--- src/rtl/serial_pkg.sv ---
// Shared types and constants for the serial receive path.
package serial_pkg;

  typedef enum logic [2:0] {
    IDLE,
    START,
    DATA,
    PAR,
    STOP
  } rx_state_t;

  localparam int PAR_NONE = 0;
  localparam int PAR_EVEN = 1;
  localparam int PAR_ODD  = 2;

  localparam int TICK_CNT_W = 6;
  localparam int BIT_CNT_W  = 4;

  // data_xor is the reduction XOR of the received data bits.
  function automatic logic parity_ok(input logic data_xor, input logic par_bit, input int mode);
    return (mode == PAR_ODD) ? (data_xor ^ par_bit) : ~(data_xor ^ par_bit);
  endfunction

endpackage

--- src/rtl/serial_bit_timer.sv ---
// Oversample tick counter and frame bit counter; flags the mid-bit sample points.
module serial_bit_timer
  import serial_pkg::*;
#(
  parameter int DATA_BITS  = 8,
  parameter int OVERSAMPLE = 16,
  parameter int PARITY     = PAR_NONE,
  parameter int STOP_BITS  = 1
) (
  input  logic clk,
  input  logic reset_n,
  input  logic sample_en,
  input  logic restart,
  input  logic half_period,
  output logic sample_now,
  output logic last_data,
  output logic last_frame
);

  localparam int FRAME_BITS = DATA_BITS + ((PARITY != PAR_NONE) ? 1 : 0) + STOP_BITS;
  localparam logic [TICK_CNT_W-1:0] HALF_LAST  = TICK_CNT_W'(OVERSAMPLE / 2 - 1);
  localparam logic [TICK_CNT_W-1:0] FULL_LAST  = TICK_CNT_W'(OVERSAMPLE - 1);
  localparam logic [BIT_CNT_W-1:0]  DATA_LAST  = BIT_CNT_W'(DATA_BITS - 1);
  localparam logic [BIT_CNT_W-1:0]  FRAME_LAST = BIT_CNT_W'(FRAME_BITS - 1);

  logic [TICK_CNT_W-1:0] tick_cnt;
  logic [BIT_CNT_W-1:0]  bit_cnt;

  assign sample_now = sample_en && !restart &&
                      (tick_cnt == (half_period ? HALF_LAST : FULL_LAST));
  assign last_data  = (bit_cnt == DATA_LAST);
  assign last_frame = (bit_cnt == FRAME_LAST);

  always_ff @(posedge clk or negedge reset_n) begin
    if (!reset_n) begin
      tick_cnt <= '0;
    end else if (restart || sample_now) begin
      tick_cnt <= '0;
    end else if (sample_en) begin
      tick_cnt <= tick_cnt + 1'b1;
    end
  end

  // Bit index runs across data, parity and stop bits; the start bit is not counted.
  always_ff @(posedge clk or negedge reset_n) begin
    if (!reset_n) begin
      bit_cnt <= '0;
    end else if (restart) begin
      bit_cnt <= '0;
    end else if (sample_now && !half_period) begin
      bit_cnt <= bit_cnt + 1'b1;
    end
  end

endmodule

--- src/rtl/serial_rx_core.sv ---
// Oversampling asynchronous serial receiver with a held valid/ready output stage.
module serial_rx_core
  import serial_pkg::*;
#(
  parameter int DATA_BITS  = 8,
  parameter int OVERSAMPLE = 16,
  parameter int PARITY     = PAR_NONE,
  parameter int STOP_BITS  = 1
) (
  input  logic                 clk,
  input  logic                 reset_n,
  input  logic                 sample_en,
  input  logic                 data_in,
  input  logic                 ready,
  output logic [DATA_BITS-1:0] data_out,
  output logic                 valid,
  output logic                 parity_err,
  output logic                 frame_err,
  output logic                 overrun,
  output logic                 busy
);

  rx_state_t            state;
  logic                 sync_meta;
  logic                 line;
  logic [DATA_BITS-1:0] shift_reg;
  logic                 par_bit;
  logic                 stop_err;
  logic                 sample_now;
  logic                 last_data;
  logic                 last_frame;
  logic                 done;
  logic                 handshake;
  logic                 parity_bad;
  logic                 frame_bad;

  always_ff @(posedge clk or negedge reset_n) begin
    if (!reset_n) begin
      sync_meta <= 1'b1;
      line      <= 1'b1;
    end else begin
      sync_meta <= data_in;
      line      <= sync_meta;
    end
  end

  serial_bit_timer #(
    .DATA_BITS  (DATA_BITS),
    .OVERSAMPLE (OVERSAMPLE),
    .PARITY     (PARITY),
    .STOP_BITS  (STOP_BITS)
  ) u_timer (
    .clk         (clk),
    .reset_n     (reset_n),
    .sample_en   (sample_en),
    .restart     (state == IDLE),
    .half_period (state == START),
    .sample_now  (sample_now),
    .last_data   (last_data),
    .last_frame  (last_frame)
  );

  assign done       = (state == STOP) && sample_now && last_frame;
  assign handshake  = valid && ready;
  assign frame_bad  = stop_err | ~line;
  assign parity_bad = (PARITY == PAR_NONE) ? 1'b0 : ~parity_ok(^shift_reg, par_bit, PARITY);

  always_ff @(posedge clk or negedge reset_n) begin
    if (!reset_n) begin
      state     <= IDLE;
      busy      <= 1'b0;
      shift_reg <= '0;
      par_bit   <= 1'b0;
      stop_err  <= 1'b0;
    end else begin
      case (state)
        IDLE: begin
          if (sample_en && !line) begin
            state <= START;
            busy  <= 1'b1;
          end
        end
        START: begin
          if (sample_now) begin
            par_bit  <= 1'b0;
            stop_err <= 1'b0;
            if (line) begin
              state <= IDLE;
              busy  <= 1'b0;
            end else begin
              state <= DATA;
            end
          end
        end
        DATA: begin
          if (sample_now) begin
            shift_reg <= {line, shift_reg[DATA_BITS-1:1]};
            if (last_data) state <= (PARITY == PAR_NONE) ? STOP : PAR;
          end
        end
        PAR: begin
          if (sample_now) begin
            par_bit <= line;
            state   <= STOP;
          end
        end
        STOP: begin
          if (sample_now) begin
            stop_err <= frame_bad;
            if (last_frame) begin
              state <= IDLE;
              busy  <= 1'b0;
            end
          end
        end
        default: begin
          state <= IDLE;
          busy  <= 1'b0;
        end
      endcase
    end
  end

  // A finished character is dropped only when the held one is not being taken this cycle.
  always_ff @(posedge clk or negedge reset_n) begin
    if (!reset_n) begin
      data_out   <= '0;
      valid      <= 1'b0;
      parity_err <= 1'b0;
      frame_err  <= 1'b0;
      overrun    <= 1'b0;
    end else if (done && valid && !ready) begin
      overrun <= 1'b1;
    end else begin
      if (done) begin
        data_out   <= shift_reg;
        valid      <= 1'b1;
        parity_err <= parity_bad;
        frame_err  <= frame_bad;
      end else if (handshake) begin
        valid <= 1'b0;
      end
      if (handshake) overrun <= 1'b0;
    end
  end

endmodule

--- config.mk ---
export PLATFORM = sky130hd
export DESIGN_NAME = serial_rx_core
export DESIGN_NICKNAME = d
export VERILOG_FILES = /design/src/rtl/serial_pkg.sv /design/src/rtl/serial_bit_timer.sv /design/src/rtl/serial_rx_core.sv
export SDC_FILE = /design/constraint.sdc
export NUM_CORES = 1
export LEC_CHECK = 0
export CAP_MARGIN = 10
export CORE_MARGIN = 8
export CORE_UTILIZATION = 40
export DETAILED_ROUTE_END_ITERATION = 7
export PLACE_DENSITY = 0.64
export SYNTH_ARGS = -nofsm -noshare
export SYNTH_HDL_FRONTEND = slang
export SYNTH_HIERARCHICAL = 1
export SYNTH_SLANG_ARGS = --single-unit
--- constraint.sdc ---
create_clock -name clk -period 4.35 [get_ports clk]
set_input_delay 0.87 -clock clk [delete_from_list [all_inputs] [get_ports clk]]
set_output_delay 0.87 -clock clk [all_outputs]
set_load 0.03 [all_outputs]
; ---- Word level (Yosys, flattened, before mapping)
; Cells that the tools add are included.
[word_totals]
register_bits = 36
latchBits = 0
ramBits = 0
rom_bits = 0
in_bits = 5
output_inout_bits = 13
elab_cells = 86
memories = 0
[op_classes]
n_addsub = 2
mul = 0
div_mod_pow = 0
magnitude_cmp = 0
eq_ne = 15
shift = 0
mux = 26
n_bitwise = 4
n_reduce_logical = 27
[ops]
columns = cell, n
row1 = $mux W3, 7
row2 = $ne A2 B2 Y1 const B, 8
row3 = $pmux W3 S5, 1
row4 = $mux W4, 3
row5 = $mux W6, 2
row6 = $mux W1, 10
row7 = $reduce_bool A2 Y1, 5
row8 = $logic_and A1 B1 Y1, 9
row9 = $reduce_and A7 Y1, 1
row10 = $add A6 B1 Y6 const B, 1
row11 = $eq A3 B2 Y1 const B, 2
row12 = $eq A6 B6 Y1, 1
row13 = $reduce_and A2 Y1, 3
row14 = $reduce_and A6 Y1, 1
row15 = $add A4 B1 Y4 const B, 1
row16 = $eq A4 B3 Y1 const B, 1
row17 = $eq A4 B4 Y1 const B, 1
row18 = $logic_not A1 Y1, 4
row19 = $pmux W1 S4, 1
row20 = $eq A3 B1 Y1 const B, 1
row21 = $eq A3 B3 Y1 const B, 1
row22 = $logic_not A3 Y1, 1
row23 = $not A1 Y1, 3
row24 = $reduce_and A3 Y1, 1
row25 = other kinds (5), 5

; ---- Logic depth before layout (Yosys ltp)
; Gate-level depths: netlist (run 1).
[depth]
ltp_word = 10
depth_mapped = 9
depth_no_buf = 7

; ---- Hierarchy
; The synthesis (run 1) kept the hierarchy.
[by_module_without_submodules]
columns = module, n_inst, cells_each, area_each_um2, seq_area_each_um2
row1 = serial_rx_core, 1, 83, 1156.1, 653.1
row2 = serial_bit_timer, 1, 63, 584.3, 250.2

; ---- Least setup slack after synthesis (run 1)
; Ideal clock, no wire load.
[synth_timing]
kind = input port to flip-flop
startpoint = input sample_en
endpoint = register data_out[0]
setup_ps = 125
t_arrival_ps = 2759
required_ps = 4225
path_slack_ps = 1465
path_stages = 7
n_path_buf = 2
path_cell_list = clkbuf_1 -> nand3_1 -> nor4_1 -> and3_2 -> and3b_1 -> buf_6 -> mux2_4
[synth_via]
elab_chain_cells = 8
[synth_lines]
columns = element, line
row1 = from (decl), serial_rx_core.sv:12  ; input logic sample_en,
row2 = $logic_and A1 B1 Y1 * (2 in a row), serial_bit_timer.sv:29  ; assign sample_now = sample_en && !restart &&
row3 = net sample_now, serial_rx_core.sv:29  ; logic sample_now;
row4 = $logic_and A1 B1 Y1 * (2 in a row), serial_rx_core.sv:63  ; assign done = (state == STOP) && sample_now && last_frame;
row5 = $logic_and A1 B1 Y1 (2 in a row), serial_rx_core.sv:132  ; end else if (done && valid && !ready) begin
row6 = $not A1 Y1 (no source line), --
row7 = $reduce_and A2 Y1 (no source line) *, --
row8 = to (signal assigned), serial_rx_core.sv:136  ; data_out <= shift_reg;
row9 = to (decl), serial_rx_core.sv:15  ; output logic [DATA_BITS-1:0] data_out,
; Mark *: on every way through the listed nets, which the timed path passes. The rest lies on a longest branch.
; A chain may end at the register's enable or synchronous reset.

; ---- Final worst setup path (run 1)
[layout_timing]
startpoint = input sample_en
endpoint = register data_out[6]
; Same word-level chain as after synthesis.

==> results of run 1 <==
[critical path: stages]
cell and delay, ps:
clkdlybuf4s50_1 640, nand3_1 170, nor4_1 280, buf_4 180, and3_2 200, and3b_1 530
mux2_4 350
[kinds of logic (layout without fill, tap and decap cells)]
group                      after synthesis  in the layout  share of synthesized area (%)
adders and majority gates                3              3                           2.16
and+or+nand+nor                         46             46                           15.8
buffers and inverters                   12             31                           4.74
other                                    1              1                          0.215
AOI/OAI and AO/OA                       25             25                           9.06
DFF                                     36             36                           51.9
muxes                                   19             19                           14.1
xor gates and xnor gates                 4              4                           2.01
[placed cells by master (no fill, tap or decap), types with 3 or more instances in the layout]
cell type         n
mux2_2            8
a21oi_1           9
mux2_4            9
o21ai_0           5
nor2b_1           4
inv_1             5
xnor2_1           3
ha_1              3
nor2_1           10
clkdlybuf4s50_1  16
dfrtp_1          34
nand3_1           5
clkbuf_8          5
nand2_1           6
[stage by stage]
| step | power [mW] | hold slack (ps) |
|---|---|---|
| floorplan | 0.551 | 345 |
| global placement | 0.575 | 349 |
| detailed placement | 0.581 | 349 |
| CTS | 0.870 | 363 |
| global route | 0.921 | 364 |
| finish | 0.856 | 360 |
[final cells by class]
cell class / count / area [µm²] / area share, %
clock inverters: 2 / 35.0 / 1.73
repair buffers: 18 / 175 / 8.65
flip-flops and latches: 36 / 903 / 44.6
inverters: 5 / 18.8 / 0.927
clock buffers: 6 / 72.6 / 3.58
well taps: 52 / 65.1 / 3.21
multi-input cells: 98 / 754 / 37.3
[final timing paths]
check | slack [ps] | from | to | depth (start not counted)
worst max-delay path | 1290 | sample_en | data_out[6] | 7
worst min-delay path | 360 | sync_meta | line | 0
worst max register to register | 1570 | state[1] | data_out[6] | 8
worst min register to register | 360 | sync_meta | line | 0
max in group asynchronous | 2990 | reset_n | line | 2
min in group asynchronous | 1010 | reset_n | u_timer/bit_cnt[1] | 2
[layer usage]
layer	GRT usage, %	up-vias	share of wire (%)	routed length [µm]
li1	-	555	-	-
met1	13.2	559	47	1460
met2	15.5	26	45	1400
met3	4.16	9	6.5	205
met4	5.96	0	2.3	72
met5	0	-	0	0
[power breakdown]
part	internal, mW	switching, mW	total [mW]
Clock	0.170	0.111	0.281
Combinational	0.0715	0.0977	0.169
Sequential	0.363	0.0431	0.406
Total	0.605	0.252	0.856
==> reports/results.tsv, run 1 <==
stage	metric	value	unit
sta	Max Clock Skew	3.50	ps
final_layout	share of cells above drive strength 1	20.6	%
worst_setup_path	type of the worst setup path	primary input to register	
placed_design	Cells after DPL	209	
drt	Final ANT Viol Nets	0	
cts	Max clock buf depth	2	
placed_design	pre-CTS setup slack	979	ps
synthesis	most instantiated library cell after synthesis	dfrtp_1	
job	total of max-cap violations	0	
cts	CTS buffer count	5	
pwr	PD cells	423	nW/µm²
sta	Final setup viols	0	
final_layout	Layout Utilization	47.5	%
grt	first-pass GRT wire length	5.45	mm
synthesis	Primary FF master, synth	dfrtp_1	
placed_design	Port Buffer Count	16	
grt	initial antenna violation count	0	
placed_design	Placed Area	1920	µm²
synthesis	register area share after synthesis	51.9	%
floorplan	Core Area	4260	µm²
status	status	completed	
sta	relative slew slack	34.4	%
worst_setup_path	CP required	4520	ps
sta	fin crit share	70.4	%
final_layout	# diodes	0	
floorplan	starting density of the core	40.8	%
grt	vias in the first global route	1137	
pwr	maximum VDD drop	0.174	mV
floorplan	die extent in x	82.0	µm
sta	Max Slew Vio Count	0	
min_path	Hold Path Class	register to register	
floorplan	I/O pins	18	
cts	post-CTS sizing	0	
synthesis	top cells by area, synth	dfrtp_1, mux2_4, mux2_2	
sta	setup tns final	0	ps
synthesis	Post-Synthesis Cells	146	
synthesis	Yosys reg bits	36	
sta	Least-Margin Pin Slew	976	ps
synthesis	count of flip-flops with a built-in enable after synthesis	0	
drt	vias per cell	5.29	
grt	largest net degree at the start of global routing	37	
cts	root buffer cell	clkbuf_8	
synthesis	share of the synthesized area in the top cell type	48.9	%
cts	TritonCTS clock tree	built	
synthesis	asr flop ratio synth	100	%
sta	f_max	0.327	GHz
final_layout	Area Overhead vs Synth	16.3	%
synthesis	synth warn	6	
cts	Sink Count	36	
drt	total wire length	3.14	mm
cts	total setup buffers inserted after CTS	0	
drt	TritonRoute pass-1 iters	4	
synthesis	cell taking the most area after synthesis	dfrtp_1	
pwr	leak pwr	0.929	nW
cts	worst-skew pair later-pin latency	280	ps
floorplan	die area	6720	µm²
synthesis	synth unique cells	46	
drt	Vias	1149	
final_layout	Fillers	389	
synthesis	commonest cells in the netlist	dfrtp_1, nor2_1, a21oi_1, mux2_4, mux2_2	
drt	initial drt markers	58	
drt	DRC	0	
placed_design	hpwl dp	2.26	mm
drt	routed length per instance	14.4	µm
worst_setup_path	worst-path fanout max	9	
synthesis	post-synthesis cell area	1740	µm²
sta	final setup margin	1290	ps
synthesis	Post-Syn Nets	154	
sta	fin crit period	3060	ps
worst_setup_path	nature of the critical path endpoint	register	
cts	htree depth	2	
cts	Post-CTS Hold Buffers	0	
grt	total gr overflow	0	
final_layout	Layout Cells excl Fill	217	
floorplan	row count	24	
sta	RSZ-0062 raised after global routing	false	
synthesis	syn_area_per_cell	11.9	µm²
final_layout	fin area	2020	µm²
final_layout	NumNets Final	172	
worst_setup_path	Critical Path AT	3230	ps
grt	GRT Resource Usage Total	10.7	%
placed_design	Placer Congestion	0.827	
cts	CTS clk-pin slew, worst paths	70	ps
worst_setup_path	Critical Path Start Type	primary input	
floorplan	Die H	82.0	µm
sta	Fin. Hold Viols	0	
(Power assumes the default switching activity.)
==> run 2: changes to the inputs <==
Clock period 4.35 ns to 3 ns, I/O delays scaled along.
==> run 2 against run 1 <==
First-iteration DRC count grew 17%. Register-to-register slack worse by 1300 ps. Design area up 1.1%. Clock skew grew 1.3 ps. Non-clock buffer count up 3. Setup slack got worse by 1100 ps. Clock-buffer cell count stayed put. Via count is 0.87% higher. Combinational power rose by 47%. Clock power increased by 48%. Sequential power increased by 45%. Flip-flop and latch count did not move. Critical endpoint is now data_out[7]. Largest cell class unchanged. Largest power group unchanged.
==> reports/results.tsv, run 2 (synthesis results as in run 1) <==
stage	metric	value	unit	change
worst_setup_path	nature of the critical path endpoint	register		
floorplan	die extent in x	82.0	µm	unchanged
sta	setup tns final	0	ps	unchanged
floorplan	die area	6720	µm²	unchanged
status	status	completed		
cts	Max clock buf depth	2		unchanged
cts	worst-skew pair later-pin latency	290	ps	about the same
placed_design	Placer Congestion	0.799		-3.4%
drt	routed length per instance	14.7	µm	+1.8%
final_layout	share of cells above drive strength 1	22.0	%	+1.4 points
job	total of max-cap violations	0		unchanged
floorplan	Core Area	4260	µm²	unchanged
cts	Post-CTS Hold Buffers	0		unchanged
pwr	clock network fraction of design power	33.2	%	+0.4 points
final_layout	multi-input combinational cell area	754	µm²	unchanged
cts	root buffer cell	clkbuf_8		
sta	fin crit share	92.1	%	
floorplan	starting density of the core	40.8	%	unchanged
drt	vias per cell	5.27		-0.51%
drt	initial drt markers	68		+17%
final_layout	most frequent cells in the layout	dfrtp_1, clkdlybuf4s50_1, nor2_1		
floorplan	row count	24		unchanged
sta	fin crit period	2760	ps	
final_layout	NumNets Final	175		+1.7%
pwr	sw frac	30.0	%	+0.59 points
drt	total wire length	3.24	mm	+3.2%
final_layout	commonest non-fill, non-tap cell in the layout	dfrtp_1		
min_path	Hold Path Class	register to register		
floorplan	I/O pins	18		unchanged
drt	DRC	0		unchanged
cts	Sink Count	36		unchanged
placed_design	Placed Area	1940	µm²	+1.2%
sta	Least-Margin Pin Slew	1090	ps	+115 ps
grt	GRT Resource Usage Total	10.8	%	+0.17 points
worst_setup_path	CP required	3170	ps	-1350 ps
sta	relative slew slack	26.7	%	-7.7 points
worst_setup_path	Critical Path Start Type	register		
drt	Final ANT Viol Nets	0		unchanged
sta	Max Slew Vio Count	0		unchanged
grt	initial antenna violation count	0		unchanged
worst_setup_path	Critical Path AT	2940	ps	-290 ps
cts	TritonCTS clock tree	built		
sta	Max Clock Skew	4.75	ps	+1.25 ps
sta	Final setup viols	0		unchanged
grt	largest net degree at the start of global routing	27		-27%
grt	first-pass GRT wire length	5.55	mm	+1.8%
placed_design	hpwl dp	2.43	mm	+7.2%
worst_setup_path	worst-path fanout max	9		unchanged
floorplan	Die H	82.0	µm	unchanged
pwr	Comb power frac	19.8	%	about the same
cts	CTS clk-pin slew, worst paths	70	ps	about the same
cts	total setup buffers inserted after CTS	0		unchanged
sta	RSZ-0062 raised after global routing	false		
cts	post-CTS sizing	0		unchanged
pwr	NetSw	0.376	mW	+49%
grt	vias in the first global route	1141		+0.35%
pwr	leak pwr	0.945	nW	+1.7%
drt	Vias	1159		+0.87%
sta	Fin. Hold Viols	0		unchanged
cts	CTS buffer count	5		unchanged
pwr	sequential share of power	47.0	%	-0.5 points
final_layout	Area Overhead vs Synth	17.6	%	
final_layout	fin area	2050	µm²	+1.1%
final_layout	Fillers	377		-3.1%
grt	total gr overflow	0		unchanged
final_layout	# diodes	0		unchanged
pwr	Power Internal	0.878	mW	+45%
final_layout	register area	903	µm²	unchanged
drt	TritonRoute pass-1 iters	4		unchanged
worst_setup_path	type of the worst setup path	register to register		
pwr	PD cells	613	nW/µm²	+45%
pwr	maximum VDD drop	0.269	mV	+55%
placed_design	Port Buffer Count	16		unchanged
cts	htree depth	2		unchanged
sta	f_max	0.362	GHz	
run 2: per-stage QoR:
stage               setup slack, ps  util [%]  std cells  hold WS, ps  power, mW
floorplan                       385         -        146          304      0.799
global placement                324      45.5        212          346      0.839
detailed placement              310      45.5        212          347      0.847
CTS                             302      48.0        220          358       1.28
global route                    129      48.0        220          362       1.33
finish                          238      48.0        220          357       1.25
run 2: layout make-up:
class                           instances  area share (%)
Sequential cell                        36            44.1
Multi-Input combinational cell         98            36.9
Timing Repair Buffer                   21            9.66
Clock buffer                            6            3.55
Tap cell                               52            3.18
Clock inverter                          2            1.71
Inverter                                5           0.917
run 2: path summary, 6_finish.rpt:
| kind | startpoint | to | slack, ps | cells after the start |
|---|---|---|---|---|
| max reg2reg | state[1] | data_out[7] | 240 | 7 |
| min | sync_meta | line | 360 | 0 |
| max in group asynchronous | reset_n | line | 1600 | 2 |
| min in group asynchronous | reset_n | state[1] | 640 | 1 |
| min reg2reg | sync_meta | line | 360 | 0 |
| max | state[1] | data_out[7] | 240 | 7 |
run 2: routing by layer:
metal	routed length [µm]	track usage, %	up-vias
met5	0	0	-
met4	64	5.44	0
met3	172	3.94	6
met2	1480	15.9	25
met1	1520	13.7	565
li1	-	-	563
run 2: worst max-delay path, cell delays in order (launching register included):
cell	delay [ps]
dfrtp_1	510
nor3_1	920
nor4_1	150
buf_4	210
and3_2	210
and3b_1	160
buf_4	180
mux2_4	310
run 2: power groups by stage:
| stage | Sequential [mW] | Combinational [mW] | Clock (mW) |
|---|---|---|---|
| final | 0.590 | 0.248 | 0.417 |
| after global routing | 0.598 | 0.277 | 0.460 |
| after CTS | 0.589 | 0.251 | 0.436 |
| after detailed placement | 0.599 | 0.248 | 0 |
| after global placement | 0.595 | 0.244 | 0 |
| after floorplan | 0.572 | 0.227 | 0 |
